==> src/rtl/channel_select.sv <==
// channel_select: two debounced pushbuttons step a 2-bit VGA channel selector up/down.
module channel_select #(
  parameter int unsigned DEBOUNCE_CYCLES = 1000000
) (
  input  logic       clk,
  input  logic       rst,
  input  logic       btn_next,
  input  logic       btn_prev,
  output logic [1:0] channel,
  output logic       channel_changed
);

  localparam int unsigned NUM_BTN  = 2;
  localparam int unsigned BTN_NEXT = 0;
  localparam int unsigned BTN_PREV = 1;
  localparam int unsigned CNT_W    = $clog2(DEBOUNCE_CYCLES);
  localparam logic [CNT_W-1:0] CNT_MAX = CNT_W'(DEBOUNCE_CYCLES - 1);

  logic [NUM_BTN-1:0] btn_raw;
  logic [NUM_BTN-1:0] press_c;

  assign btn_raw = {btn_prev, btn_next};

  for (genvar i = 0; i < NUM_BTN; i++) begin : g_btn
    logic             s1;
    logic             s2;
    logic             stable;
    logic [CNT_W-1:0] cnt;
    logic             differ_c;
    logic             done_c;

    assign differ_c   = (s2 != stable);
    assign done_c     = differ_c && (cnt == CNT_MAX);
    // Only a debounced 0->1 transition counts as a press; releases are silent.
    assign press_c[i] = done_c && s2;

    // Two-flop synchronizer for the asynchronous button level
    always_ff @(posedge clk or posedge rst) begin
      if (rst) begin
        s1 <= 1'b0;
        s2 <= 1'b0;
      end else begin
        s1 <= btn_raw[i];
        s2 <= s1;
      end
    end

    // Debounce: the synchronized level must disagree for DEBOUNCE_CYCLES cycles in a row
    always_ff @(posedge clk or posedge rst) begin
      if (rst) begin
        stable <= 1'b0;
        cnt    <= '0;
      end else if (!differ_c) begin
        cnt <= '0;
      end else if (done_c) begin
        stable <= s2;
        cnt    <= '0;
      end else begin
        cnt <= cnt + CNT_W'(1);
      end
    end
  end

  // Channel step on a single press; simultaneous next/prev presses cancel
  always_ff @(posedge clk or posedge rst) begin
    if (rst) begin
      channel         <= 2'b00;
      channel_changed <= 1'b0;
    end else begin
      channel_changed <= 1'b0;
      if (press_c[BTN_NEXT] && !press_c[BTN_PREV]) begin
        channel         <= channel + 2'd1;
        channel_changed <= 1'b1;
      end else if (press_c[BTN_PREV] && !press_c[BTN_NEXT]) begin
        channel         <= channel - 2'd1;
        channel_changed <= 1'b1;
      end
    end
  end

endmodule

==> config.mk <==
export PLATFORM = sky130hd
export DESIGN_NAME = channel_select
export DESIGN_NICKNAME = d
export VERILOG_FILES = /design/src/rtl/channel_select.sv
export SDC_FILE = /design/constraint.sdc
export NUM_CORES = 1
export LEC_CHECK = 0
export BUFFER_PORTS_ARGS = -buffer_cell sky130_fd_sc_hd__buf_4
export CAP_MARGIN = 40
export CORE_MARGIN = 3
export CORE_UTILIZATION = 35
export CTS_CLUSTER_DIAMETER = 60
export DETAILED_ROUTE_END_ITERATION = 10
export REMOVE_ABC_BUFFERS = 1
export SKIP_LAST_GASP = 1
export SLEW_MARGIN = 25
export SYNTH_ARGS = -nofsm -noshare
export SYNTH_HDL_FRONTEND = slang
export SYNTH_SLANG_ARGS = --single-unit
==> constraint.sdc <==
create_clock -name clk -period 1.9 [get_ports clk]
set_input_delay 0.095 -clock clk [delete_from_list [all_inputs] [get_ports clk]]
set_output_delay 0.095 -clock clk [all_outputs]
set_load 0.005 [all_outputs]
==> reports/results.tsv <==
stage	metric	value	unit
timing	final.period_utilization	102	%
critical_path	slowest_stage	or4b_4	
synthesis	synth_top_area_share	52.4	%
timing	finalHoldViolCount	0	
synthesis	synth_flop_cell	dfrtp_1	
timing	rsz0062_at_grt	true	
global_routing	grt_max_degree	28	
critical_path	crit_path_max_fanout	3	
timing	fin_skew	0.00576	ns
synthesis	synthArstFlopShare	100	%
timing	max-slew-margin-rel	64.8	%
cells_and_area	n_fill_cell	593	
critical_path	cp.arrival	2.14	ns
run_status	run_status	complete, but fails checks	
synthesis	synth-seq-cells	49	
synthesis	synth_area_leaders	dfrtp_1 (52%), xnor2_1 (8.6%), nor2_1 (5.5%)	
synthesis	syn_area	0.00234	mm^2
critical_path	cp-end-kind	flip-flop	
timing	min_period	1.95	ns
route	vias_per_cell	4.99	
critical_path	startpoint	g_btn[0].cnt[18]	
route	wl_per_cell	13.2	um
route	initialDrtViolationCount	75	
cells_and_area	drive_above_1_share	27.9	%
clock_tree	cts_made_buffers	5	
route	route.detailed.drc	0	
route	first_pass_iters	4	
clock_tree	cts.path.max_buffers	2	
cells_and_area	antenna_cells	0	
floorplanning	fp.dieArea	0.00771	mm^2
cells_and_area	area_growth	30.2	%
route	via_count	1833	
critical_path	r2r_start	g_btn[0].cnt[18]	
job	drv_cap	0	
run_status	failed_checks	setup timing	
timing	fmax	514	MHz
floorplanning	die_w	87.8	um
min_path	holdCritStartpoint	g_btn[0].s1	
pwr	irDropWorstVdd	0.000334	V
clock_tree	cts_num_sinks	49	
place	port_buffers	6	
pwr	p_leak	1.31	nW
critical_path	startpoint_type	flip-flop	
synthesis	synthCells	231	
synthesis	synth_area_leader_cell	dfrtp_1	
synthesis	synth_edf_count	0	
clock_tree	cts_max_level	2	
timing	report.final.slew_viol_count	0	
synthesis	yosysMostFrequentCell	dfrtp_1	
place	gp_congestion	0.839	
cells_and_area	nets	296	
synthesis	syn_avg_cell_area	10.1	um^2
global_routing	grtUsageTotal	13.9	%
global_routing	antenna_found_initial	0	
clock_tree	root_buffer	clkbuf_8	
global_routing	grt_pass1_vias	1892	
synthesis	ys_types	33	
clock_tree	path_clk_slew	0.09	ns
min_path	hold_path.class	flip-flop to flip-flop	
critical_path	crit_required	2.09	ns
timing	hold_ws	0.356	ns
floorplanning	initial_core_util	36.5	%
floorplanning	core.rowCount	29	
critical_path	path_class	flip-flop to flip-flop	
floorplanning	die_h	87.8	um
critical_path	cp_slowest_stage_delay	0.51	ns
pwr	power_density	581	mW/mm^2
route	wirelength	4860	um
clock_tree	clk_latency	0.30	ns
cells_and_area	final_util	47.5	%
timing	final-setup-viol-count	1	
synthesis	synth_commonest_cells	dfrtp_1 (49), nor2_1 (34), xnor2_1 (23)	
timing	fin_ws	-0.0473	ns
route	ant_nets	0	
synthesis	synth_seq_area_share	52.4	%
timing	worst_slew_pin_slew	0.527	ns
synthesis	yosysWarnings	0	
global_routing	grt_pass1_wl	8470	um
global_routing	gr-total-overflow	0	
clock_tree	cts_tree	built	
floorplanning	core	0.00642	mm^2
floorplanning	num_io_pins	7	
critical_path	crit_chain	nand3_2 > or4b_4 > nor3_4 > and3b_2 > ha_4 > inv_2 > nand2_1 > xnor2_1	
place	dp_hpwl	3330	um
[state kept, by name, indices dropped and copies added, names as in the netlist]
| name | count |
|---|---|
| channel_changed | 1 |
| g_btn.cnt | 40 |
| g_btn.stable | 2 |
| g_btn.s1 | 2 |
| g_btn.s2 | 2 |
| channel | 2 |
[logic make-up after synthesis]
group / Yosys count / synth area share, %
and+or+nand+nor: 108 / 24.9
DFF: 49 / 52.4
muxes: 2 / 0.962
adders and majority gates: 3 / 1.60
xor gates and xnor gates: 32 / 12.0
buffers and inverters: 17 / 2.78
AOI/OAI and AO/OA: 20 / 5.45
[final cells by class]
| type | instances | area, um^2 | share of cell area (%) |
|---|---|---|---|
| multi-input combinational | 165 | 1140 | 37.4 |
| clock inverter | 1 | 7.51 | 0.246 |
| tap | 77 | 96.3 | 3.16 |
| timing repair buffer | 58 | 463 | 15.2 |
| clock buffer | 7 | 76.3 | 2.50 |
| inverter | 10 | 37.5 | 1.23 |
| sequential | 49 | 1230 | 40.3 |
[where the power goes]
group / switching (mW) / leakage [nW] / internal [mW]
logic: 0.0551 / 0.607 / 0.0398
clock network: 0.348 / 0.0385 / 0.261
registers: 0.00931 / 0.669 / 1.06
total: 0.412 / 1.31 / 1.36
[worst max-delay path, delay by kind of cell (launching register included)]
| kind | cells | cell delay, ns |
|---|---|---|
| xor gates and xnor gates | 1 | 0.13 |
| adders and majority gates | 1 | 0.21 |
| buffers and inverters | 1 | 0.05 |
| DFF | 1 | 0.38 |
| and+or+nand+nor | 5 | 1.06 |
[placed cells by master, fill, tap and decap left out, types with 2 or more instances in the layout]
| master | instances |
|---|---|
| buf_4 | 52 |
| dfrtp_1 | 48 |
| nor2_1 | 34 |
| xnor2_1 | 22 |
| nand3_1 | 14 |
| nand2_1 | 11 |
| xor2_1 | 9 |
| a21oi_1 | 8 |
| inv_1 | 8 |
| nor3_1 | 8 |
| o31ai_1 | 6 |
| or4_1 | 6 |
| nor4_1 | 6 |
| nand4_1 | 5 |
| clkbuf_8 | 5 |
| and3_1 | 3 |
| dlygate4sd3_1 | 3 |
| nor4_2 | 2 |
| nand3b_1 | 2 |
| inv_2 | 2 |
| o31ai_2 | 2 |
| o21ai_0 | 2 |
| or3_1 | 2 |
| mux2_1 | 2 |
| ha_1 | 2 |
| clkbuf_1 | 2 |
| buf_6 | 2 |
[final timing paths]
| path | end | slack [ns] | cells after the start |
|---|---|---|---|
| worst max-delay path | channel[1] | -0.05 | 8 |
| worst min-delay path | g_btn[0].s2 | 0.36 | 0 |
| worst max register to register | channel[1] | -0.05 | 8 |
| worst min register to register | g_btn[0].s2 | 0.36 | 0 |
| max in group asynchronous | g_btn[0].cnt[7] | 0.99 | 4 |
| min in group asynchronous | g_btn[0].cnt[10] | 0.38 | 3 |
[routing by layer]
metal	vias to the layer above	part of all wire (%)	GRT usage, %
li1	929	-	-
met1	881	47	17.9
met2	15	50	23.2
met3	8	2.1	2.92
met4	0	1.2	4.60
met5	-	0	0
[through the flow]
stage | TNS, ns | worst slack [ns] | power, mW | instances | area [um^2]
finish | -0.0473 | -0.0473 | 1.77 | 367 | 3050
global route | -0.162 | -0.138 | 1.85 | 367 | 3050
CTS | -0.0465 | -0.0465 | 1.80 | 365 | 2990
detailed placement | -0.347 | -0.220 | 1.18 | 350 | 2800
global placement | -0.198 | -0.155 | 1.18 | 350 | 2800
floorplan | -20.69 | -0.595 | 1.13 | 224 | 2310
[timing repair]
action,CTS,global route
setup buffers,4,2
gates resized for setup,9,9
endpoints found under the setup margin,5,13
pin swaps,5,10
endpoints found under the hold margin,24,0
hold buffers,3,0
(Power assumes the default switching activity.)
